<file path="src/rtl/lm32_tlb_maint_ctrl_pkg.sv">
// Shared encodings and width helpers for the LM32 TLB maintenance sequencer.
package lm32_tlb_maint_ctrl_pkg;

    localparam int unsigned LM32_CSR_WIDTH = 5;
    localparam logic [LM32_CSR_WIDTH-1:0] CSR_TLB_PADDRESS = 5'h11;
    localparam logic [LM32_CSR_WIDTH-1:0] CSR_TLB_VADDRESS = 5'h12;

    localparam logic [4:0] TLB_OP_FLUSH_I    = 5'h01;
    localparam logic [4:0] TLB_OP_FLUSH_D    = 5'h02;
    localparam logic [4:0] TLB_OP_FLUSH_BOTH = 5'h03;
    localparam logic [4:0] TLB_OP_INVALIDATE = 5'h10;
    localparam logic [4:0] TLB_OP_CLR_OVF    = 5'h1F;

    // Target mask: bit0 = ITLB, bit1 = DTLB.
    localparam logic [1:0] TGT_I    = 2'b01;
    localparam logic [1:0] TGT_D    = 2'b10;
    localparam logic [1:0] TGT_BOTH = 2'b11;

    typedef enum logic [1:0] {
        CMD_UPDATE = 2'd0,
        CMD_INVAL  = 2'd1,
        CMD_FLUSH  = 2'd2
    } cmd_op_e;

    typedef enum logic {
        ST_IDLE  = 1'b0,
        ST_SWEEP = 1'b1
    } disp_state_e;

    function automatic int unsigned tlb_vw(input int unsigned page_size);
        return 32 - $clog2(page_size);
    endfunction

    function automatic int unsigned tlb_tw(input int unsigned page_size, input int unsigned tlb_sets);
        return tlb_vw(page_size) - $clog2(tlb_sets);
    endfunction

endpackage

</file>
<file path="src/rtl/lm32_tlb_cmd_fifo.sv">
// Two-entry synchronous command FIFO; a push while full is accepted only
// when a pop frees the head slot in the same cycle.
module lm32_tlb_cmd_fifo #(
    parameter int unsigned WIDTH = 8,
    parameter int unsigned DEPTH = 2
) (
    input  logic             clk_i,
    input  logic             rst_i,
    input  logic             push_i,
    input  logic             pop_i,
    input  logic [WIDTH-1:0] din_i,
    output logic [WIDTH-1:0] dout_o,
    output logic             full_o,
    output logic             empty_o,
    output logic [1:0]       count_o
);

    localparam logic [1:0] FULL_CNT = 2'(DEPTH);

    logic [WIDTH-1:0] mem_q [2];
    logic             wr_ptr_q;
    logic             rd_ptr_q;
    logic [1:0]       count_q;
    logic [1:0]       count_d;
    logic             push_ok_s;
    logic             pop_ok_s;

    assign full_o    = (count_q == FULL_CNT);
    assign empty_o   = (count_q == 2'd0);
    assign count_o   = count_q;
    assign dout_o    = mem_q[rd_ptr_q];
    assign pop_ok_s  = pop_i & ~empty_o;
    assign push_ok_s = push_i & (~full_o | pop_ok_s);

    always_comb begin
        case ({push_ok_s, pop_ok_s})
            2'b10:   count_d = count_q + 2'd1;
            2'b01:   count_d = count_q - 2'd1;
            default: count_d = count_q;
        endcase
    end

    always_ff @(posedge clk_i) begin
        if (rst_i) begin
            wr_ptr_q <= 1'b0;
            rd_ptr_q <= 1'b0;
            count_q  <= 2'd0;
        end else begin
            wr_ptr_q <= wr_ptr_q ^ push_ok_s;
            rd_ptr_q <= rd_ptr_q ^ pop_ok_s;
            count_q  <= count_d;
        end
    end

    always_ff @(posedge clk_i) begin
        if (push_ok_s) begin
            mem_q[wr_ptr_q] <= din_i;
        end
    end

endmodule

</file>
<file path="src/rtl/lm32_tlb_maint_ctrl.sv">
// TLB maintenance sequencer: decodes TLB CSR writes into queued update,
// invalidate and flush commands and drives the ITLB/DTLB RAM write ports.
module lm32_tlb_maint_ctrl
    import lm32_tlb_maint_ctrl_pkg::*;
#(
    parameter int unsigned tlb_sets   = 1024,
    parameter int unsigned page_size  = 4096,
    parameter int unsigned fifo_depth = 2
) (
    input  logic                      clk_i,
    input  logic                      rst_i,
    input  logic [LM32_CSR_WIDTH-1:0] csr,
    input  logic [31:0]               csr_write_data,
    input  logic                      csr_write_enable,
    output logic                      itlb_we,
    output logic [$clog2(tlb_sets)-1:0] itlb_waddr,
    output logic [tlb_vw(page_size)+tlb_tw(page_size, tlb_sets):0] itlb_wdata,
    output logic                      dtlb_we,
    output logic [$clog2(tlb_sets)-1:0] dtlb_waddr,
    output logic [tlb_vw(page_size)+tlb_tw(page_size, tlb_sets):0] dtlb_wdata,
    output logic                      itlb_inhibit,
    output logic                      dtlb_inhibit,
    output logic                      busy,
    output logic [31:0]               csr_read_data
);

    localparam int unsigned OFS_W = $clog2(page_size);
    localparam int unsigned IW    = $clog2(tlb_sets);
    localparam int unsigned VW    = tlb_vw(page_size);
    localparam int unsigned TW    = tlb_tw(page_size, tlb_sets);
    localparam int unsigned DW    = 1 + TW + VW;
    localparam int unsigned EW    = 4 + IW + TW + VW;
    localparam logic [IW-1:0] LAST_SET = IW'(tlb_sets - 1);

    function automatic logic [EW-1:0] pack_cmd(input logic [1:0] op, input logic [1:0] tgt,
                                               input logic [IW-1:0] idx, input logic [TW-1:0] tag,
                                               input logic [VW-1:0] pfn);
        return {op, tgt, idx, tag, pfn};
    endfunction

    logic [VW-1:0]   vaddr_q, vaddr_d;
    logic            ovf_q, ovf_d;
    disp_state_e     state_q, state_d;
    logic [IW-1:0]   set_cnt_q, set_cnt_d;
    logic [1:0]      sweep_tgt_q, sweep_tgt_d;

    logic            cmd_push_s;
    logic [EW-1:0]   cmd_entry_s;
    logic            clr_ovf_s;
    logic            pop_s;
    logic [EW-1:0]   head_s;
    logic            fifo_full_s;
    logic            fifo_empty_s;
    logic [1:0]      fifo_count_s;
    logic [1:0]      we_tgt_s;
    logic [IW-1:0]   waddr_s;
    logic [DW-1:0]   wdata_s;
    logic            sweep_s;
    logic            unused_s;

    logic [1:0]      head_op_s;
    logic [1:0]      head_tgt_s;
    logic [IW-1:0]   head_idx_s;
    logic [TW-1:0]   head_tag_s;
    logic [VW-1:0]   head_pfn_s;

    assign head_op_s  = head_s[EW-1 -: 2];
    assign head_tgt_s = head_s[EW-3 -: 2];
    assign head_idx_s = head_s[TW+VW +: IW];
    assign head_tag_s = head_s[VW +: TW];
    assign head_pfn_s = head_s[0 +: VW];
    assign unused_s   = ^csr_write_data;

    lm32_tlb_cmd_fifo #(
        .WIDTH (EW),
        .DEPTH (fifo_depth)
    ) u_fifo (
        .clk_i   (clk_i),
        .rst_i   (rst_i),
        .push_i  (cmd_push_s),
        .pop_i   (pop_s),
        .din_i   (cmd_entry_s),
        .dout_o  (head_s),
        .full_o  (fifo_full_s),
        .empty_o (fifo_empty_s),
        .count_o (fifo_count_s)
    );

    // CSR write decode: vaddr load, command enqueue and overflow clear.
    always_comb begin
        cmd_push_s  = 1'b0;
        cmd_entry_s = '0;
        clr_ovf_s   = 1'b0;
        vaddr_d     = vaddr_q;
        if (csr_write_enable && (csr == CSR_TLB_VADDRESS)) begin
            if (!csr_write_data[0]) begin
                vaddr_d = csr_write_data[31 -: VW];
            end else begin
                case (csr_write_data[5:1])
                    TLB_OP_FLUSH_I: begin
                        cmd_push_s  = 1'b1;
                        cmd_entry_s = pack_cmd(CMD_FLUSH, TGT_I, '0, '0, '0);
                    end
                    TLB_OP_FLUSH_D: begin
                        cmd_push_s  = 1'b1;
                        cmd_entry_s = pack_cmd(CMD_FLUSH, TGT_D, '0, '0, '0);
                    end
                    TLB_OP_FLUSH_BOTH: begin
                        cmd_push_s  = 1'b1;
                        cmd_entry_s = pack_cmd(CMD_FLUSH, TGT_BOTH, '0, '0, '0);
                    end
                    TLB_OP_INVALIDATE: begin
                        cmd_push_s  = 1'b1;
                        cmd_entry_s = pack_cmd(CMD_INVAL, csr_write_data[6] ? TGT_D : TGT_I,
                                               csr_write_data[OFS_W +: IW], '0, '0);
                    end
                    TLB_OP_CLR_OVF: clr_ovf_s = 1'b1;
                    default:        clr_ovf_s = 1'b0;
                endcase
            end
        end else if (csr_write_enable && (csr == CSR_TLB_PADDRESS) && !csr_write_data[0]) begin
            // Payload is snapshotted now so later vaddr writes cannot disturb it.
            cmd_push_s  = 1'b1;
            cmd_entry_s = pack_cmd(CMD_UPDATE, csr_write_data[1] ? TGT_D : TGT_I,
                                   vaddr_q[IW-1:0], vaddr_q[VW-1 -: TW], csr_write_data[31 -: VW]);
        end else begin
            cmd_push_s = 1'b0;
        end
    end

    // Sticky overflow: a push dropped because the FIFO is full and not draining.
    always_comb begin
        ovf_d = ovf_q;
        if (clr_ovf_s) begin
            ovf_d = 1'b0;
        end else if (cmd_push_s && fifo_full_s && !pop_s) begin
            ovf_d = 1'b1;
        end else begin
            ovf_d = ovf_q;
        end
    end

    // Dispatcher next state and RAM write-port drive.
    always_comb begin
        state_d     = state_q;
        set_cnt_d   = set_cnt_q;
        sweep_tgt_d = sweep_tgt_q;
        pop_s       = 1'b0;
        we_tgt_s    = 2'b00;
        waddr_s     = '0;
        wdata_s     = '0;
        sweep_s     = 1'b0;
        case (state_q)
            ST_IDLE: begin
                if (!fifo_empty_s) begin
                    pop_s = 1'b1;
                    case (head_op_s)
                        CMD_FLUSH: begin
                            state_d     = ST_SWEEP;
                            set_cnt_d   = LAST_SET;
                            sweep_tgt_d = head_tgt_s;
                        end
                        CMD_UPDATE: begin
                            we_tgt_s = head_tgt_s;
                            waddr_s  = head_idx_s;
                            wdata_s  = {1'b1, head_tag_s, head_pfn_s};
                        end
                        CMD_INVAL: begin
                            we_tgt_s = head_tgt_s;
                            waddr_s  = head_idx_s;
                        end
                        default: we_tgt_s = 2'b00;
                    endcase
                end else begin
                    pop_s = 1'b0;
                end
            end
            ST_SWEEP: begin
                we_tgt_s = sweep_tgt_q;
                waddr_s  = set_cnt_q;
                sweep_s  = 1'b1;
                if (set_cnt_q == '0) begin
                    state_d = ST_IDLE;
                end else begin
                    set_cnt_d = set_cnt_q - IW'(1);
                end
            end
            default: state_d = ST_IDLE;
        endcase
    end

    // State registers; reset launches a full sweep of both TLBs.
    always_ff @(posedge clk_i) begin
        if (rst_i) begin
            vaddr_q     <= '0;
            ovf_q       <= 1'b0;
            state_q     <= ST_SWEEP;
            set_cnt_q   <= LAST_SET;
            sweep_tgt_q <= TGT_BOTH;
        end else begin
            vaddr_q     <= vaddr_d;
            ovf_q       <= ovf_d;
            state_q     <= state_d;
            set_cnt_q   <= set_cnt_d;
            sweep_tgt_q <= sweep_tgt_d;
        end
    end

    assign itlb_we       = we_tgt_s[0] & ~rst_i;
    assign dtlb_we       = we_tgt_s[1] & ~rst_i;
    assign itlb_waddr    = waddr_s;
    assign dtlb_waddr    = waddr_s;
    assign itlb_wdata    = wdata_s;
    assign dtlb_wdata    = wdata_s;
    assign itlb_inhibit  = itlb_we & sweep_s;
    assign dtlb_inhibit  = dtlb_we & sweep_s;
    assign busy          = (fifo_count_s != 2'd0) | (state_q == ST_SWEEP) | itlb_we | dtlb_we;
    assign csr_read_data = {28'd0, fifo_count_s, ovf_q, busy};

endmodule

</file>
<file path="config.mk">
export PLATFORM = sky130hd
export DESIGN_NAME = lm32_tlb_maint_ctrl
export DESIGN_NICKNAME = d
export VERILOG_FILES = /design/src/rtl/lm32_tlb_maint_ctrl_pkg.sv /design/src/rtl/lm32_tlb_cmd_fifo.sv /design/src/rtl/lm32_tlb_maint_ctrl.sv
export SDC_FILE = /design/constraint.sdc
export NUM_CORES = 1
export LEC_CHECK = 0
export ABC_AREA = 1
export CAP_MARGIN = 0
export CORE_MARGIN = 3
export CORE_UTILIZATION = 51
export DETAILED_ROUTE_END_ITERATION = 12
export GPL_TIMING_DRIVEN = 0
export HOLD_SLACK_MARGIN = 0.05
export PLACE_DENSITY = 0.86
export REMOVE_ABC_BUFFERS = 1
export SLEW_MARGIN = 5
export SYNTH_ARGS = -nofsm -noshare
export SYNTH_HDL_FRONTEND = slang
export SYNTH_SLANG_ARGS = --single-unit
</file>
<file path="constraint.sdc">
create_clock -name clk_i -period 4.5 [get_ports clk_i]
set_clock_uncertainty 0.2 [all_clocks]
set_input_delay 0.9 -clock clk_i [delete_from_list [all_inputs] [get_ports clk_i]]
set_output_delay 0.9 -clock clk_i [all_outputs]
set_load 0.02 [all_outputs]
</file>
Word-level counts from Yosys, hierarchy flattened
Memory sizes are Yosys's and may differ from the RTL's. A register that Yosys moved wholly into a read port is not among the register bits.
Cells that the tools add are included.

cells by class
  reductions and logical operators = 18
  eq/ne operators = 15
  add/subtract/negate cells = 3
  bitwise gates (word level) = 17
  muxes and demuxes = 37

operator list
  cell                                                                   count
  44-bit one-hot mux with 4 select lines                                 1
  31-bit 2-to-1 mux                                                      3
  44-bit 2-to-1 mux                                                      2
  10-bit 2-to-1 mux                                                      5
  42-bit 2-to-1 mux                                                      1
  10-bit one-hot mux with 2 select lines                                 2
  5-bit equality test, second input constant                             4
  1-bit 2-to-1 mux                                                       16
  5-bit by 2-bit equality test with 1-bit output, second input constant  2
  10-bit zero test                                                       1
  10-bit by 1-bit subtractor with 10-bit output, second input constant   1
  2-bit 2-to-1 mux                                                       4
  2-bit one-hot mux with 2 select lines                                  2
  1-bit AND                                                              6
  2-bit equality test, second input constant                             3
  3-bit AND reduction                                                    2
  5-bit by 1-bit equality test with 1-bit output, second input constant  1
  1-bit logical AND                                                      5
  1-bit NOT                                                              5
  2-bit by 1-bit equality test with 1-bit output, second input constant  2
  2-bit zero test                                                        2
  2-bit != test, second input constant                                   2
  1-bit OR                                                               4
  2-bit nonzero test                                                     2
  other kinds (9)                                                        12

word-level totals
  logic and storage cells = 99
  RAM bits = 88
  bits of input ports = 40
  memories = 1
  bits in registers = 38

memory list
  memory        depth  bits a word  read ports  clocked after Yosys merged registers in  write ports  RTL line                 text
  u_fifo.mem_q  2      44           1           1                                        1            lm32_tlb_cmd_fifo.sv:20  logic [WIDTH-1:0] mem_q [2];

Depth between registers and ports, before layout
  depth in word-level cells = 8
  gate-level depth with buffers = 11
  mapped depth without buffers = 11

Hierarchy
Synthesis repeated with hierarchy kept, for this count alone.

second synthesis, totals
  cell total of the unflattened synthesis = 738
  area, all modules = 6,740.2 µm²

modules (own cells, without submodules)
  module               cells an instance  times used  seq. area each (µm²)  area each (µm²)
  lm32_tlb_cmd_fifo    264                1           2,722.6               3,484.6
  lm32_tlb_maint_ctrl  474                1           680.7                 3,255.6

Worst setup path after synthesis
Ideal clock, no wire load.

  path type = input port to flip-flop
  start point = input port csr[3]
  end point = memory u_fifo.mem_q[0][0] in the netlist's numbering, enable pin
  stages = 7
  arrival = 2,736 ps
  setup slack = 1,158 ps
  buffers on the path = 0
  cell sequence = nor2_1 nand3_1 nor2_1 nand2_1 nand2_1 o21a_1 ha_1

on the way
  word-level cells in the longest chain between the ends = 8
  elaborated cells on any way between the ends = 10
  classes of those cells = 2 x eq/ne; 4 x mux; 1 x bitwise; 3 x reduce/logical

ends and longest elaborated chain
  what                                      RTL line                    text
  from (decl)                               lm32_tlb_maint_ctrl.sv:12   input logic [LM32_CSR_WIDTH-1:0] csr,
  5-bit equality test                       lm32_tlb_maint_ctrl.sv:121  end else if (csr_write_enable && (csr == CSR_TLB_PADDRESS) && !csr_write_data[0]) begin
  1-bit logical AND (2 in series)           lm32_tlb_maint_ctrl.sv:121
  1-bit 2-to-1 mux                          lm32_tlb_maint_ctrl.sv:121
  1-bit 2-to-1 mux *                        lm32_tlb_maint_ctrl.sv:95   if (csr_write_enable && (csr == CSR_TLB_VADDRESS)) begin
  1-bit AND *                               lm32_tlb_cmd_fifo.sv:33     assign push_ok_s = push_i & (~full_o | pop_ok_s);
  1-bit 2-to-1 mux *                        lm32_tlb_cmd_fifo.sv:56     if (push_ok_s) begin
  1-bit 2-to-1 mux (not written as such) *  lm32_tlb_cmd_fifo.sv:57     mem_q[wr_ptr_q] <= din_i;
  to (decl)                                 lm32_tlb_cmd_fifo.sv:20

Mark *: on every way between the ends. The rest lies on a longest branch, timed or not.

==> results.md <==
### Outcome
• **result of the run** completed

### Global route
• **maximum number of pins on one net before global-route repair** 46
• **antenna violations before repair** 0
• **Overflow after GRT** 0
• **via count of the first global-routing pass** 4211
• **all-layer global routing usage** 19.5%
• **first-pass GRT wire length** 20300 microns

### Layout
• **share of layout cells above drive strength 1** 13.3%
• **commonest non-fill, non-tap cell in the layout** sky130_fd_sc_hd__clkdlybuf4s50_1
• **nets** 751
• **final standard cell utilization of the core** 66.1%
• **synthesis-to-layout area growth** 24.8%
• **antenna diode count** 0
• **cell area after layout** 7650 sq um
• **most frequent cells in the layout** sky130_fd_sc_hd__clkdlybuf4s50_1, sky130_fd_sc_hd__nand2_1, sky130_fd_sc_hd__edfxtp_1, sky130_fd_sc_hd__nor2_1, sky130_fd_sc_hd__inv_1

### Critical path
• **gate family responsible for the most delay along the worst path** buffers and inverters
• **critical path endpoint category** output pin
• **worst-path maximum fanout** 45
• **Worst EP required** 3.40 ns
• **cells traversed along the worst timing path** buf_12, inv_6, or2_1, o21ai_1, inv_2, nor2_4, inv_2, nor2_4, inv_4, a21oi_2, clkdlybuf4s50_1
• **type of origin of the critical path** flip-flop
• **Max stage delay cell, worst path** sky130_fd_sc_hd__clkdlybuf4s50_1
• **highest cell delay on the worst timing path** 0.64 ns
• **count of buffering cells on the critical path with inverters included** 6
• **Critical Setup Path Class** reg2out
• **critical path arrival** 3.15 ns

### Logic synthesis
• **Warnings, synthesis** 0
• **Post-Synthesis Cells** 630
• **sequential area share after synthesis** 55.5%
• **Mean Syn Cell Area** 9.73 sq um
• **number of register bits inferred by synthesis** 126
• **count of distinct cell types in the synthesized netlist** 31
• **Post-Synthesis Cell Area** 6130 sq um

### STA
• **part of the cycle the worst path needs** 94.4%
• **Final min period** 4.25 ns
• **number of slew-limit violations in the final report** 0
• **Least-Margin Pin Slew** 0.758 ns
• **RSZ-0062 raised after global routing** no
• **Max-Slew Margin vs Limit** 49.4%
• **final setup violating endpoints** 0
• **worst slack on hold paths** 0.264 ns
• **count of endpoints failing hold in the final timing report** 0
• **Max Clock Freq** 235 MHz

### Floorplanning
• **Core Rows** 39
• **y dimension of the die** 116 microns
• **ports placed on the boundary** 159
• **Core Footprint** 11600 sq um
• **effective utilization at floorplan** 53.0%
• **die width** 116 microns
• **DIE AREA** 13400 sq um

### Clocking
• **depth of the CTS H-tree** 4
• **Clk Latency, worst-skew pair** 0.40 ns
• **clk sink count** 126
• **buffers from clock root to sink, at most** 2
• **clock transition at the registers of the reported paths** 0.06 ns
• **number of setup buffers added after CTS** 0
• **clock tree from TritonCTS** done
• **number of buffers created by CTS** 17
• **root buffer cell** sky130_fd_sc_hd__clkbuf_16

### Routing
• **DRT Pass-1 Iters** 6
• **post-DR vias/cell** 5.22
• **final antenna-violating net count** 0
• **first-iteration detailed-routing DRC count** 242
• **Routed wire per std cell** 14.9 microns
• **detailed-route via count** 4509
• **Detailed Route WL** 12800 microns
• **remaining design rule violation count** 0

### Worst hold path
• **worst min-delay path category** reg2reg

### Flow run
• **number of maximum-capacitance violations** 0

### Pwr
• **Power, Total** 2.59 mW
• **VDD IR-drop max** 0.355 mV
• **static leakage** 3.01 nW
• **pwr dens** 339 nW/um^2

### Placed design
• **Port Buffer Count** 125
• **placed inst area** 7090 sq um
• **DP Wirelength** 8590 microns
• **final weighted congestion of routability-driven global placement** 0.763

[kinds of logic (layout without fill, tap and decap cells)]
kind of cell / after synthesis / count (layout) / synth area share [%]
compound gates: 128 / 128 / 14.1
xor+xnor: 6 / 6 / 0.857
fa+ha+maj: 4 / 4 / 0.817
buf+inv: 161 / 224 / 14.8
flops: 126 / 126 / 55.5
other cells: 1 / 28 / 0.0612
simple gates: 204 / 204 / 13.8
[metal layers]
metal / wire, microns / GRT usage (%) / share of wire [%]
met1: 5070 / 23.4 / 39
met2: 6680 / 35.5 / 52
met3: 949 / 4.39 / 7.4
met4: 140 / 5.26 / 1.1
met5: 0 / 0 / 0
[flip-flops by register name, indices dropped and copies added, names as in the netlist]
| signal | flops |
|---|---|
| u_fifo.mem_q | 88 |
| vaddr_q | 20 |
| set_cnt_q | 10 |
| sweep_tgt_q | 2 |
| u_fifo.count_o | 2 |
| ovf_q | 1 |
| state_q | 1 |
| u_fifo.rd_ptr_q | 1 |
| u_fifo.wr_ptr_q | 1 |
[where the power goes]
part	total, mW	internal (mW)	leakage, nW	switching (mW)
Sequential	1.24	1.23	1.12	0.00336
Combinational	0.117	0.0479	1.64	0.0693
Clock	1.24	0.755	0.246	0.485
Total	2.59	2.04	3.01	0.558
[tightest hold or removal path, cell delays in order, from the launching register on]
cell and delay (ns):
sky130_fd_sc_hd__dfxtp_1 0.31, sky130_fd_sc_hd__inv_1 0.05, sky130_fd_sc_hd__a21oi_1 0.06
[per-stage QoR]
stage / cells / worst slack [ns] / TNS [ns]
6_report: 863 / 0.253 / 0
5_1_grt: 863 / 0.0519 / 0
4_1_cts: 863 / 0.165 / 0
3_5_place_dp: 831 / 0.199 / 0
3_3_place_gp: 827 / -1.18 / -167.99
2_1_floorplan: 559 / 0.184 / 0
[layout make-up]
type	instances	area, sq um
fillers	882	3920
flip-flops and latches	126	3400
multi-input cells	370	1930
repair buffers	129	1340
clock buffers	18	429
inverters	63	244
well taps	143	179
clock inverters	14	121
[timing repair]
item | CTS | global route
resized for setup | 2 | 1
hold buffers | 0 | 0
pin swaps | 0 | 0
endpoints found under the setup margin | 60 | 4
[worst paths after layout]
path | endpoint | cells after the start | slack, ns | from
setup / recovery | dtlb_wdata[18] | 11 | 0.25 | u_fifo.rd_ptr_q$_SDFF_PP0_
hold / removal | ovf_q$_SDFFE_PP0P_ | 2 | 0.26 | ovf_q$_SDFFE_PP0P_
setup reg to reg | set_cnt_q[2]$_SDFFE_PP1P_ | 10 | 2.24 | u_fifo.rd_ptr_q$_SDFF_PP0_
hold reg to reg | ovf_q$_SDFFE_PP0P_ | 2 | 0.26 | ovf_q$_SDFFE_PP0P_
[synthesized netlist by cell type (all sizes together)]
cell type  count  share of area (%)
a21oi         61                6.8
nand3         16                1.3
o21ai         48                3.9
xor2           6               0.86
nand4          4               0.41
o2bb2ai        1               0.14
nor2          81                5.5
nand2        100                6.3
buf           81                9.9
o21a           1               0.12
edfxtp        88                 43
conb           1              0.061
o31ai          2               0.24
o211ai         6               0.73
clkbuf        17                1.0
ha             4               0.82
or2            3               0.31
o32ai          9                2.1
inv           63                3.9
dfxtp         38                 12
Note: power is estimated with default switching activity, not from simulation.
